--- src/rtl/ycbcr422_to_rgb565_pkg.sv ---
// Shared video constants, pixel/sync bundles and RGB helpers for the YCbCr<->RGB converters.
// Pure declarations: no latency, no flow control.
package ycbcr422_to_rgb565_pkg;

    localparam int C_RCR      = 359;
    localparam int C_GCB      = 88;
    localparam int C_GCR      = 183;
    localparam int C_BCB      = 454;
    localparam int CHROMA_OFS = 128;
    localparam int LAT        = 4;

    typedef struct packed {
        logic [7:0] y;
        logic [7:0] cb;
        logic [7:0] cr;
    } pix444_t;

    typedef struct packed {
        logic vsync;
        logic hsync;
        logic de;
    } sync_t;

    function automatic logic [7:0] clamp8(input logic signed [11:0] v);
        if (v[11])
            return 8'd0;
        else if (v > 12'sd255)
            return 8'hFF;
        return v[7:0];
    endfunction

    function automatic logic [15:0] pack_rgb565(input logic [7:0] r, input logic [7:0] g,
                                                input logic [7:0] b);
        return {r[7:3], g[7:2], b[7:3]};
    endfunction

endpackage

--- src/rtl/ycbcr422_to_rgb565_if.sv ---
// Video stream bundle: 4:2:2 YCbCr in, RGB565 out, each with vsync/hsync/de.
// No latency of its own; the stream has no backpressure.
interface ycbcr422_to_rgb565_if;
    logic        pre_frame_vsync;
    logic        pre_frame_hsync;
    logic        pre_frame_de;
    logic [15:0] pre_ycbcr;
    logic        post_frame_vsync;
    logic        post_frame_hsync;
    logic        post_frame_de;
    logic [15:0] post_rgb;

    modport master (
        output pre_frame_vsync, pre_frame_hsync, pre_frame_de, pre_ycbcr,
        input  post_frame_vsync, post_frame_hsync, post_frame_de, post_rgb
    );

    modport slave (
        input  pre_frame_vsync, pre_frame_hsync, pre_frame_de, pre_ycbcr,
        output post_frame_vsync, post_frame_hsync, post_frame_de, post_rgb
    );
endinterface

--- src/rtl/ycbcr422_to_rgb565_core.sv ---
// BT.601 full-range 4:4:4 YCbCr -> RGB565 datapath with sync passthrough.
// Latency 3 cycles (products, round/shift, clamp/pack); never stalls.
module ycbcr422_to_rgb565_core
    import ycbcr422_to_rgb565_pkg::*;
(
    input  logic        clk,
    input  logic        rst_n,
    input  pix444_t     pix,
    input  sync_t       sync,
    output sync_t       post_sync,
    output logic [15:0] post_rgb
);

    localparam logic signed [19:0] K_RCR = 20'(C_RCR);
    localparam logic signed [19:0] K_GCB = 20'(C_GCB);
    localparam logic signed [19:0] K_GCR = 20'(C_GCR);
    localparam logic signed [19:0] K_BCB = 20'(C_BCB);
    localparam logic signed [19:0] OFS   = 20'(CHROMA_OFS);
    localparam logic signed [19:0] RND   = 20'sd128;

    logic signed [19:0] d_cb, d_cr;
    logic signed [19:0] a1_y, a1_rcr, a1_gcb, a1_gcr, a1_bcb;
    sync_t              a1_sync;
    logic signed [19:0] r_sum, g_sum, b_sum;
    logic signed [11:0] a2_r, a2_g, a2_b;
    sync_t              a2_sync;

    assign d_cb = $signed({12'd0, pix.cb}) - OFS;
    assign d_cr = $signed({12'd0, pix.cr}) - OFS;

    // 20-bit signed covers Y*256 + 454*(+/-128) + rounding with margin
    assign r_sum = a1_y + a1_rcr + RND;
    assign g_sum = a1_y - a1_gcb - a1_gcr + RND;
    assign b_sum = a1_y + a1_bcb + RND;

    always_ff @(posedge clk or negedge rst_n) begin
        if (!rst_n) begin
            a1_y      <= '0;
            a1_rcr    <= '0;
            a1_gcb    <= '0;
            a1_gcr    <= '0;
            a1_bcb    <= '0;
            a1_sync   <= '0;
            a2_r      <= '0;
            a2_g      <= '0;
            a2_b      <= '0;
            a2_sync   <= '0;
            post_rgb  <= '0;
            post_sync <= '0;
        end else begin
            a1_y      <= $signed({4'd0, pix.y, 8'd0});
            a1_rcr    <= K_RCR * d_cr;
            a1_gcb    <= K_GCB * d_cb;
            a1_gcr    <= K_GCR * d_cr;
            a1_bcb    <= K_BCB * d_cb;
            a1_sync   <= sync;
            // taking bits [19:8] of a signed value is a floor division by 256
            a2_r      <= r_sum[19:8];
            a2_g      <= g_sum[19:8];
            a2_b      <= b_sum[19:8];
            a2_sync   <= a1_sync;
            post_rgb  <= pack_rgb565(clamp8(a2_r), clamp8(a2_g), clamp8(a2_b));
            post_sync <= a2_sync;
        end
    end

endmodule

--- src/rtl/ycbcr422_to_rgb565.sv ---
// 4:2:2 YCbCr -> RGB565 converter: chroma pairing lookahead stage then the 4:4:4 core.
// Latency 4 cycles for pixels and syncs alike; free-running, no backpressure.
module ycbcr422_to_rgb565
    import ycbcr422_to_rgb565_pkg::*;
#(
    parameter bit         CB_FIRST  = 1'b1,
    parameter logic [7:0] NEUTRAL_C = 8'd128
) (
    input  logic                  clk,
    input  logic                  rst_n,
    ycbcr422_to_rgb565_if.slave   vif
);

    logic       ph;
    logic [7:0] l_y, l_c, hold_c;
    logic       l_ph;
    sync_t      l_sync;
    logic [7:0] pre_c, partner_c, c0, c1;
    pix444_t    pix;
    sync_t      post_sync;

    assign pre_c = vif.pre_ycbcr[7:0];

    always_ff @(posedge clk or negedge rst_n) begin
        if (!rst_n) begin
            ph     <= 1'b0;
            l_y    <= '0;
            l_c    <= '0;
            l_ph   <= 1'b0;
            l_sync <= '0;
            hold_c <= '0;
        end else begin
            ph     <= vif.pre_frame_de ? ~ph : 1'b0;
            l_y    <= vif.pre_ycbcr[15:8];
            l_c    <= pre_c;
            l_ph   <= vif.pre_frame_de ? ph : 1'b0;
            l_sync <= '{vsync: vif.pre_frame_vsync, hsync: vif.pre_frame_hsync,
                        de: vif.pre_frame_de};
            if (l_sync.de && !l_ph)
                hold_c <= l_c;
        end
    end

    // A phase-0 word pairs only with a phase-1 word of the same run, never across a gap
    always_comb begin
        partner_c = (vif.pre_frame_de && ph) ? pre_c : NEUTRAL_C;
        c0        = l_ph ? hold_c : l_c;
        c1        = l_ph ? l_c : partner_c;
        pix.y     = l_y;
        pix.cb    = CB_FIRST ? c0 : c1;
        pix.cr    = CB_FIRST ? c1 : c0;
    end

    ycbcr422_to_rgb565_core u_core (
        .clk       (clk),
        .rst_n     (rst_n),
        .pix       (pix),
        .sync      (l_sync),
        .post_sync (post_sync),
        .post_rgb  (vif.post_rgb)
    );

    assign vif.post_frame_vsync = post_sync.vsync;
    assign vif.post_frame_hsync = post_sync.hsync;
    assign vif.post_frame_de    = post_sync.de;

endmodule

--- src/flat_wrapper.sv ---
// flat-port wrapper written by rule: the top's interface ports become plain ports
module ycbcr422_to_rgb565_flat import ycbcr422_to_rgb565_pkg::*;
#(
    parameter bit         CB_FIRST  = 1'b1,
    parameter logic [7:0] NEUTRAL_C = 8'd128
)
  (clk, rst_n, vif_pre_frame_vsync, vif_pre_frame_hsync, vif_pre_frame_de, vif_pre_ycbcr, vif_post_frame_vsync, vif_post_frame_hsync, vif_post_frame_de, vif_post_rgb);
  ycbcr422_to_rgb565_if vif_i ();
  input  logic clk;
  input  logic rst_n;
  input wire logic [$bits(vif_i.pre_frame_vsync)-1:0] vif_pre_frame_vsync;
  input wire logic [$bits(vif_i.pre_frame_hsync)-1:0] vif_pre_frame_hsync;
  input wire logic [$bits(vif_i.pre_frame_de)-1:0] vif_pre_frame_de;
  input wire logic [$bits(vif_i.pre_ycbcr)-1:0] vif_pre_ycbcr;
  output wire logic [$bits(vif_i.post_frame_vsync)-1:0] vif_post_frame_vsync;
  output wire logic [$bits(vif_i.post_frame_hsync)-1:0] vif_post_frame_hsync;
  output wire logic [$bits(vif_i.post_frame_de)-1:0] vif_post_frame_de;
  output wire logic [$bits(vif_i.post_rgb)-1:0] vif_post_rgb;
  assign vif_i.pre_frame_vsync = vif_pre_frame_vsync;
  assign vif_i.pre_frame_hsync = vif_pre_frame_hsync;
  assign vif_i.pre_frame_de = vif_pre_frame_de;
  assign vif_i.pre_ycbcr = vif_pre_ycbcr;
  assign vif_post_frame_vsync = vif_i.post_frame_vsync;
  assign vif_post_frame_hsync = vif_i.post_frame_hsync;
  assign vif_post_frame_de = vif_i.post_frame_de;
  assign vif_post_rgb = vif_i.post_rgb;
  ycbcr422_to_rgb565 #(.CB_FIRST(CB_FIRST), .NEUTRAL_C(NEUTRAL_C)) u_core (.clk(clk), .rst_n(rst_n), .vif(vif_i));
endmodule
--- config.mk ---
export PLATFORM = sky130hd
export DESIGN_NAME = ycbcr422_to_rgb565_flat
export DESIGN_NICKNAME = d
export VERILOG_FILES = /design/src/rtl/ycbcr422_to_rgb565_pkg.sv /design/src/rtl/ycbcr422_to_rgb565_if.sv /design/src/rtl/ycbcr422_to_rgb565_core.sv /design/src/rtl/ycbcr422_to_rgb565.sv /design/src/flat_wrapper.sv
export SDC_FILE = /design/constraint.sdc
export NUM_CORES = 1
export LEC_CHECK = 0
export CAP_MARGIN = 20
export CORE_AREA = 5 5 193 139
export CTS_BUF_LIST = sky130_fd_sc_hd__clkbuf_8
export DETAILED_ROUTE_END_ITERATION = 7
export DIE_AREA = 0 0 198 144
export GPL_TIMING_DRIVEN = 1
export SYNTH_ARGS = -nofsm -noshare
export SYNTH_HDL_FRONTEND = slang
export SYNTH_SLANG_ARGS = --single-unit
--- constraint.sdc ---
create_clock -name clk -period 7.3 [get_ports clk]
set_input_delay 0.73 -clock clk [delete_from_list [all_inputs] [get_ports clk]]
set_output_delay 0.73 -clock clk [all_outputs]
set_load 0.005 [all_outputs]
---- Word level (Yosys, flattened, before mapping) ----
Cells that the tools add are included.
storage, ports and cells
  register bits after elaboration ......... 171
  input port bits ......................... 21
  output and inout port bits .............. 19
  word-level logic and storage cells ...... 66
operators by class
  $add $sub $neg .......................... 9
  $mul .................................... 4
  order comparisons ....................... 3
  muxes and demuxes ....................... 20
  bitwise gates (word level) .............. 1
  reductions and logical operators ........ 3
operator list
  operator                                                         number
  two-way mux 8 bit                                                12
  adder 20 x 9 -> 20 bit (second input constant)                   3
  greater-than comparator 12 x 9 -> 1 bit (second input constant)  3
  adder 17 x 19 -> 20 bit                                          1
  adder 17 x 20 -> 20 bit                                          1
  multiplier 5 x 20 -> 17 bit (first input constant)               1
  multiplier 9 x 20 -> 19 bit (first input constant)               1
  subtractor 17 x 20 -> 20 bit                                     1
  subtractor 20 x 18 -> 20 bit                                     1
  multiplier 10 x 9 -> 19 bit (first input constant)               1
  multiplier 9 x 9 -> 18 bit (first input constant)                1
  subtractor 8 x 8 -> 9 bit (second input constant)                2
  two-way mux 1 bit                                                8
  logical AND 1 bit                                                2
  zero test 1 bit                                                  1
  NOT 1 bit                                                        1

---- Depth between registers and ports, before layout ----
  word-level depth ........................ 5
  mapped depth ............................ 23

---- By module ----
From an unflattened synthesis, not the netlist that was laid out.
unflattened totals
  cell total of the unflattened synthesis .. 1029
  area total of the unflattened synthesis .. 11165.7 um2
modules (own cells, without submodules)
  module                   times used  cells an instance  area each (um2)
  ycbcr422_to_rgb565_core  1           951                10053.4
  ycbcr422_to_rgb565       1           78                 1112.3

---- Worst setup path before layout ----
Ideal clock, no wire load.
  path kind ............................... input port to flip-flop
  start point ............................. in vif_pre_frame_de
  end point ............................... reg u_core.u_core.a1_gcr[15]
  library setup time ...................... 0.132 ns
  data arrival time ....................... 5.223 ns
  required time ........................... 7.168 ns
  slack ................................... 1.945 ns
  stages on the path ...................... 19
  path through ............................ and2_1 > buf_2 > nand2_1 > o21ai_0 > inv_1 > ha_1 > inv_1 > ha_1 > fa_1 > inv_1 > fa_1 > fa_1 > inv_1 > ha_1 > a21oi_1 > o211ai_1 > a31o_2 > a21oi_1 > xnor2_1
between the ends
  cells in the longest elaborated chain, start to end .. 5
RTL lines
  what                        line                           source
  from (decl)                 flat_wrapper.sv:13             input wire logic [$bits(vif_i.pre_frame_de)-1:0] vif_pre_frame_de;
  logical AND 1 bit           ycbcr422_to_rgb565.sv:46       partner_c = (vif.pre_frame_de && ph) ? pre_c : NEUTRAL_C;
  two-way mux 8 bit           ycbcr422_to_rgb565.sv:46
  two-way mux 8 bit           ycbcr422_to_rgb565.sv:48       c1 = l_ph ? l_c : partner_c;
  subtractor 8 x 8 -> 9 bit   ycbcr422_to_rgb565_core.sv:29  assign d_cr = $signed({12'd0, pix.cr}) - OFS;
  multiplier 9 x 9 -> 18 bit  ycbcr422_to_rgb565_core.sv:54  a1_gcr <= K_GCR * d_cr;
  to (signal assigned)        ycbcr422_to_rgb565_core.sv:54
  to (decl)                   ycbcr422_to_rgb565_core.sv:22  logic signed [19:0] a1_y, a1_rcr, a1_gcb, a1_gcr, a1_bcb;
No other way between the ends.
A chain may end at the register's enable or synchronous reset.

---- Worst setup path after layout ----
  start point ............................. in vif_pre_frame_de
  end point ............................... reg u_core.u_core.a1_rcr[18] (netlist name)
between the ends
  cells in the longest elaborated chain, start to end .. 5
RTL lines
  what                         line                           source
  logical AND 1 bit            ycbcr422_to_rgb565.sv:46
  two-way mux 8 bit            ycbcr422_to_rgb565.sv:46
  two-way mux 8 bit            ycbcr422_to_rgb565.sv:48
  subtractor 8 x 8 -> 9 bit    ycbcr422_to_rgb565_core.sv:29
  multiplier 10 x 9 -> 19 bit  ycbcr422_to_rgb565_core.sv:52  a1_rcr <= K_RCR * d_cr;
No other way between the ends.

==> summary.txt <==
status: completed
largest net degree at the start of global routing: 79
period utilization: 0.818
worst slew pin tran: 896 ps
Sw Pwr: 1.69 mW
Fin Clk Skew: 19.5 ps
Worst Hold Class: input port to async pin
leading cell type in the layout, fill and taps excluded: inv_1
Crit. End Element: flip-flop
final RePlAce weighted congestion: 0.866
Design Area, Final: 12100 sq um
CTS root buf: clkbuf_8
1st-iter DRT viols: 375
Worst setup SP type: input port
Nets: 1349
combinational group share of total power: 0.549
DRT Wirelength: 21.7 mm
Die ar.: 28500 sq um
pwr dens: 332 nW/um^2
Clock Sinks: 150
P_leak: 6.14 nW
drc violations: 0
largest family of logic cells by synthesized area: adder cells
hpwl dp: 17.6 mm
gr usage total: 0.166
cell chain of the critical path: clkdlybuf4s50_1 -> and2_1 -> nand2_1 -> o21ai_0 -> inv_1 -> xnor2_1 -> inv_1 -> ha_1 -> or2_2 -> ha_1 -> ha_1 -> fa_1 -> ha_1 -> ha_1 -> a41oi_1 -> o21a_1 -> o211ai_1 -> a31oi_1 -> nor3b_1
first-pass GRT wire length: 37.5 mm
Peak VDD IR: 0.173 mV
simple-gate share of the synthesized area: 0.0712
Post-synth EDFFs: 0
CP max stage cell: clkdlybuf4s50_1
min Tclk post-route: 5970 ps
share of post-route cells with drive strength above 1: 0.0612
post-synthesis xor/xnor area fraction: 0.0586
routed len/inst: 15.2 um
clk_lat worst skew: 450 ps
post-CTS setup buffer count: 0
critical path class: input port to flip-flop
buffer depth of the longest clock path: 2
post-synthesis async set-or-reset flop share: 1.00
DP Area: 11700 sq um
Clock power frac: 0.150
Final Slew Violations: 0
TritonCTS buffer count: 17
Int Power: 2.33 mW
CP Max Fanout: 9
multiplexer share of the synthesized area: 0.0179
crit-path leading delay family: adder cells
DIE HEIGHT: 144 um
sw frac: 0.420
Layout area overhead: 10.9%
vias in the first global route: 7074
Die Span X: 198 um
Yosys reg bits: 150
antenna-violating nets left: 0
Compound-Gate Fraction of Synth Area: 0.113
Worst path max stage delay: 480 ps
Max transition margin: 0.403
number of port buffers: 39
Critical Path RT: 7640 ps
CTS tree: built
critical path's most frequent cell: ha_1
Initial Utilization: 0.436
Reg power frac: 0.301
final hold vios: 0
Inserted Diodes: 0
post-synthesis adder-cell area fraction: 0.327
Final Setup Violations: 0
via/cell ratio: 4.85
Pre-antenna DRT Iters: 5
mean area per synthesized cell: 10.6 sq um
initial antenna violation count: 0
Primary FF master, synth: dfrtp_1
setup TNS: 0 ps
Seq/Total Area, Yosys: 0.344
Reg clk slew, reported paths: 90 ps
post-cts sizing count: 0
Core Area: 25000 sq um
Post-Syn Nets: 1292
RSZ-0062 raised after global routing: no
# rows: 49
synthesized instance count: 1025
WP buf/inv: 3
Ports: 40
Post-Syn Area: 10900 sq um
final hold slack: 277 ps
H-Tree Depth: 4
FILL cells: 2335
via count: 6922
Max Cap Viol: 0
yosys warns: 0
final core utilization: 0.484
Peak Freq: 167 MHz
Yosys cell types: 58
Critical Path AT: 6320 ps
GRT overflow: 0
commonest non-fill, non-tap cells in the layout: inv_1, ha_1, dfrtp_1
hold buffer count at cts: 0
==> metrics by stage <==
| step | setup WS (ps) | total power, mW | instances |
|---|---|---|---|
| floorplan | 1940 | 2.83 | 1025 |
| global placement | 944 | 3.39 | 1393 |
| detailed placement | 837 | 3.42 | 1393 |
| CTS | 1320 | 4.06 | 1425 |
| global route | 790 | 4.43 | 1426 |
| finish | 1330 | 4.02 | 1426 |
==> final timing paths <==
check	from	endpoint	slack [ps]	cells after the start
worst max-delay path	vif_pre_frame_de	u_core.u_core.a1_rcr[18]$_DFF_PN0_	1330	19
worst min-delay path	rst_n	u_core.u_core.post_rgb[15]$_DFF_PN0_	280	1
worst max register to register	u_core.l_ph$_DFF_PN0_	u_core.u_core.a1_rcr[18]$_DFF_PN0_	1670	19
worst min register to register	u_core.l_y[2]$_DFF_PN0_	u_core.u_core.a1_y[10]$_DFF_PN0_	340	0
max in group asynchronous	rst_n	u_core.l_c[5]$_DFF_PN0_	5970	3
min in group clk	u_core.l_y[2]$_DFF_PN0_	u_core.u_core.a1_y[10]$_DFF_PN0_	340	0
==> cells in the mapped netlist, drive strengths merged (14+ instances only) <==
master	count	area share
nand2	54	0.019
xor2	17	0.014
o41a	16	0.017
o21ai	37	0.017
a21oi	44	0.021
ha	181	0.21
nand3	14	0.0064
nor2	45	0.015
inv	189	0.065
dfrtp	150	0.34
a21o	17	0.012
xnor2	56	0.045
fa	65	0.12
==> state kept, by name, indices dropped and copies added, names as in the netlist <==
| register | count |
|---|---|
| u_core.hold_c | 8 |
| u_core.u_core.a2_sync | 3 |
| u_core.u_core.a1_sync | 3 |
| u_core.u_core.a2_r | 9 |
| u_core.u_core.a1_bcb | 16 |
| u_core.u_core.a2_b | 9 |
| u_core.u_core.a2_g | 10 |
| u_core.u_core.post_rgb | 16 |
| u_core.l_sync | 3 |
| u_core.u_core.post_sync | 3 |
| u_core.u_core.a1_rcr | 12 |
| u_core.u_core.a1_y | 8 |
| u_core.u_core.a1_gcb | 14 |
| u_core.ph | 1 |
| u_core.l_c | 8 |
| u_core.u_core.a1_gcr | 18 |
| u_core.l_ph | 1 |
| u_core.l_y | 8 |
==> cells by family (layout without fill, tap and decap cells) <==
| logic type | count (synthesis) | after routing |
|---|---|---|
| adders and majority gates | 246 | 246 |
| buffers and inverters | 195 | 265 |
| AOI/OAI and AO/OA | 176 | 176 |
| and+or+nand+nor | 167 | 167 |
| DFF | 150 | 150 |
| xor gates and xnor gates | 73 | 73 |
| muxes | 18 | 18 |
==> power groups by stage <==
stage | Combinational, mW | Clock, mW | Sequential [mW]
after global routing | 2.52 | 0.664 | 1.24
after CTS | 2.21 | 0.630 | 1.21
final | 2.21 | 0.603 | 1.21
after floorplan | 1.64 | 0 | 1.20
after global placement | 2.17 | 0 | 1.23
after detailed placement | 2.19 | 0 | 1.23
==> layout make-up <==
cell class	instances	area, sq um	share of cell area
Clock buffer	17	234	0.0193
Clock inverter	15	133	0.0110
Inverter	189	709	0.0586
Multi-Input combinational cell	680	6410	0.530
Sequential cell	150	3750	0.310
Tap cell	331	414	0.0342
Timing Repair Buffer	44	449	0.0371
==> layer usage <==
layer  vias to the layer above  track usage  share of wire
met5                         -            0              0
met3                         6       0.0429          0.055
met1                      3258        0.267           0.55
li1                       3536            -              -
met2                       122        0.226           0.39
met4                         0       0.0250         0.0040
Power figures use the tool's default switching activity.
==> patch 1, RTL diff (config.mk and constraints unchanged) <==
Register the output `vif.post_frame_hsync`, without a reset; this adds one clock of latency there.
--- a/src/rtl/ycbcr422_to_rgb565.sv
+++ b/src/rtl/ycbcr422_to_rgb565.sv
@@ -63,3 +63,5 @@
     assign vif.post_frame_vsync = post_sync.vsync;
-    assign vif.post_frame_hsync = post_sync.hsync;
+    always_ff @(posedge clk) begin
+        vif.post_frame_hsync <= post_sync.hsync;
+    end
     assign vif.post_frame_de    = post_sync.de;
Check against the original RTL: not equivalent (a bounded check fails within 10 cycles, from zero or initial values and one cycle with rst_n low).
==> patch 1 against the original RTL <==
  * Wire length up 4.0%
  * First-iteration DRC count down 0.80%
  * Setup slack worse by 0.063 ns
  * Clock power up 16%
  * Sequential cell count up 1
  * Die area unchanged
  * Final area up 2.1%
  * Total power up 3.4%
  * Core utilization up 1.0 points
  * Fmax down 1.0%
  * Via count up 1.4%
  * Synthesized area up 1.7%
  * Count of clock-buffer cells in the layout unchanged
  * Largest power group unchanged
==> patch 1: results (changes against the original RTL) <==
* Worst path max stage delay at 0.55 ns (+0.07 ns)
* Final worst-path cycle share at 82.71% (+0.86 points)
* Count of cell types in the netlist at 65 (+12%)
* Post-Route Utilization at 49.42% (+1.0 points)
* Critical path arrival at 6.37 ns (+0.05 ns)
* Mux share of post-synthesis cell area at 1.859% (+0.071 points)
* Register area at 3774 um2 (+0.53%)
* RR Endpoint: u_core.u_core.a1_gcr[16]
* Worst vdd ir at 0.0001805 V (+4.4%)
* Setup WS pre-CTS at 0.7894 ns (-0.04805 ns)
* Count of multi-input gates at 677 (-0.44%)
* Layout cells sized above 1 at 6.250% (+0.13 points)
* DRT iter0 DRCs at 372 (-0.80%)
* WL/cell at 15.91 um (+4.6%)
* Final HPWL DP at 18450 um (+4.6%)
* Cell total after placement at 1387 (-0.43%)
* Status: complete, no violations
* Critical-path top delay cell: o21ai_0
* Post-synth ARST share at 99.34% (-0.66 points)
* GR Util met1 at 28.32% (+1.6 points)
* Worst reg-to-reg setup slack at 1.53 ns (-0.14 ns)
* Post-synthesis cell count at 1019 (-0.59%)
* Inverters at 183 (-3.2%)
* Adder-Cell Fraction of Synth Area at 32.75% (+0.075 points)
* Relative slew slack at 39.12% (-1.2 points)
* # fillers at 2325 (-0.43%)
* Area occupied by multi-input gates at 6610 um2 (+3.0%)
* Skew final at 0.01371 ns (-0.005806 ns)
* Flops & latches, synth at 151 (+0.67%)
* Post-Synth XOR/XNOR Area at 5.916% (+0.058 points)
* Register area share after synthesis at 33.99% (-0.40 points)
* Drt via density at 4.946 (+1.9%)
* Area contributors post-synth: dfrtp_1, ha_1, fa_1
* LEAKAGE at 6.219 nW (+1.2%)
* Number of global-route vias before repair at 7180 (+1.5%)
* Depth of the worst register-to-register path at 17 (-2)
[patch 1: cell count changes in the layout (fill, tap and decap cells not counted), moves of 5 or more]
cell	before	now
o211a_1	0	5
nand2_1	54	47
o21a_1	8	18
a31oi_1	9	2
nand3_1	14	9
nand4_1	6	1
nor2_1	45	24
inv_1	189	182
[patch 1: power breakdown]
group	switching [W]	total, W	internal, W
Combinational	0.00123	0.00224	0.00100
Clock	0.000377	0.000702	0.000325
Sequential	0.000123	0.00122	0.00110
[patch 1: routing by layer]
| metal | share of wire, % | vias up | wire length, um |
|---|---|---|---|
| li1 | - | 3557 | - |
| met1 | 57 | 3330 | 12960 |
| met2 | 38 | 122 | 8495 |
| met3 | 4.3 | 9 | 972 |
| met4 | 0.66 | 0 | 150 |
| met5 | 0 | - | 0 |
[patch 1: cell families after synthesis]
family,count (synthesis)
buffers and inverters,191
multiplexers,19
flip-flops,151
AND/OR/NAND/NOR,144
AO/OA/AOI/OAI,188
XOR/XNOR,75
adder cells (fa/ha/maj),251
==> patch 2, RTL diff (same flow settings) <==
Without the edit above. `CB_FIRST` is set to 1'b1 in 2 places; all go to 1'b0.
--- a/src/rtl/ycbcr422_to_rgb565.sv
+++ b/src/rtl/ycbcr422_to_rgb565.sv
@@ -5,3 +5,3 @@
 #(
-    parameter bit         CB_FIRST  = 1'b1,
+    parameter bit         CB_FIRST  = 1'b0,
     parameter logic [7:0] NEUTRAL_C = 8'd128
--- a/src/flat_wrapper.sv
+++ b/src/flat_wrapper.sv
@@ -3,3 +3,3 @@
 #(
-    parameter bit         CB_FIRST  = 1'b1,
+    parameter bit         CB_FIRST  = 1'b0,
     parameter logic [7:0] NEUTRAL_C = 8'd128
Behaviour: not the same (a bounded check fails within 4 cycles, from zero or initial values and one cycle with rst_n low).
==> patch 2 against the original RTL <==
  * Final area about the same
  * Total power up 14%
  * Critical path depth unchanged
  * Setup slack better by 0.67 ns
  * Sequential cell count unchanged
  * Synthesized area about the same
  * Wire length down 3.3%
  * Critical path type is now reg -> reg
  * Critical endpoint is now u_core.u_core.a1_rcr[14]
==> patch 2: results (changes against the original RTL) <==
* LEAKAGE at 6.055 nW (-1.5%)
* Critical-path top delay cell: fa_1
* Worst reg-to-reg setup slack at 2.00 ns (+0.33 ns)
* Drt via density at 4.825 (-0.60%)
* Worst path max stage delay at 0.53 ns (+0.05 ns)
* # fillers at 2343 (+0.34%)
* GRT met3 Usage at 3.749% (-0.54 points)
* Layout cells sized above 1 at 6.475% (+0.36 points)
* Routability Congestion at 0.8588 (-0.83%)
* Setup WS pre-CTS at 1.639 ns (+0.8012 ns)
* Tightest Hold Check Type: in -> async
* Register area share after synthesis at 34.42% (about the same)
* GR Util met1 at 24.85% (-1.8 points)
* Area contributors post-synth: dfrtp_1, ha_1, fa_1
* Number of global-route vias before repair at 7114 (+0.57%)
* First-pass GRT wire length at 36200 um (-3.4%)
* Final HPWL DP at 17150 um (-2.8%)
* Critical path arrival at 5.69 ns (-0.63 ns)
* Layout Nets at 1336 (-0.96%)
* Status: complete, no violations
* Synth top cells by count: inv_1, ha_1, dfrtp_1, fa_1, xnor2_1
* FMAX at 188.6 MHz (+13%)
* Final WL at 21000 um (-3.3%)
* CP Max Fanout at 26 (+17)
* Hold Slack at 0.2569 ns (-0.02008 ns)
* Post-synthesis cell count at 1013 (-1.2%)
* Worst vdd ir at 0.0001945 V (+12%)
## patch 2: cells by family (layout without fill, tap and decap cells)
family / Yosys count / after routing / share of synthesized area, %
adders and majority gates: 247 / 247 / 32.88
buffers and inverters: 198 / 266 / 6.895
AOI/OAI and AO/OA: 171 / 171 / 11.52
and+or+nand+nor: 157 / 157 / 6.689
DFF: 150 / 150 / 34.42
xor gates and xnor gates: 71 / 71 / 5.702
muxes: 19 / 19 / 1.893
## patch 2: cell type report
| cell class | count | share of cell area (%) |
|---|---|---|
| clock buffers | 17 | 1.932 |
| clock inverters | 15 | 1.363 |
| inverters | 189 | 5.857 |
| multi-input cells | 665 | 52.84 |
| flip-flops and latches | 150 | 30.99 |
| well taps | 331 | 3.419 |
| repair buffers | 45 | 3.605 |
## patch 2: metal layers
metal  vias up  routed length [um]
met1      3228               11460
met3         9                 994
li1       3484                   -
met5         -                   0
met4         0                 172
met2        92                8367
## patch 2: report_power, final
part	switching, W	internal, W
clock	0.000358	0.000285
combinational	0.00148	0.00122
sequential	0.000116	0.00111
## patch 2: final timing paths
kind | startpoint | end | cells after the start
max | u_core.l_ph | u_core.u_core.a1_rcr[14] | 19
min | rst_n | u_core.u_core.a2_sync[2] | 1
max reg2reg | u_core.l_ph | u_core.u_core.a1_rcr[14] | 19
min reg2reg | u_core.l_y[1] | u_core.u_core.a1_y[9] | 0
max in group asynchronous | rst_n | u_core.l_c[3] | 2
min in group clk | u_core.l_y[1] | u_core.u_core.a1_y[9] | 0
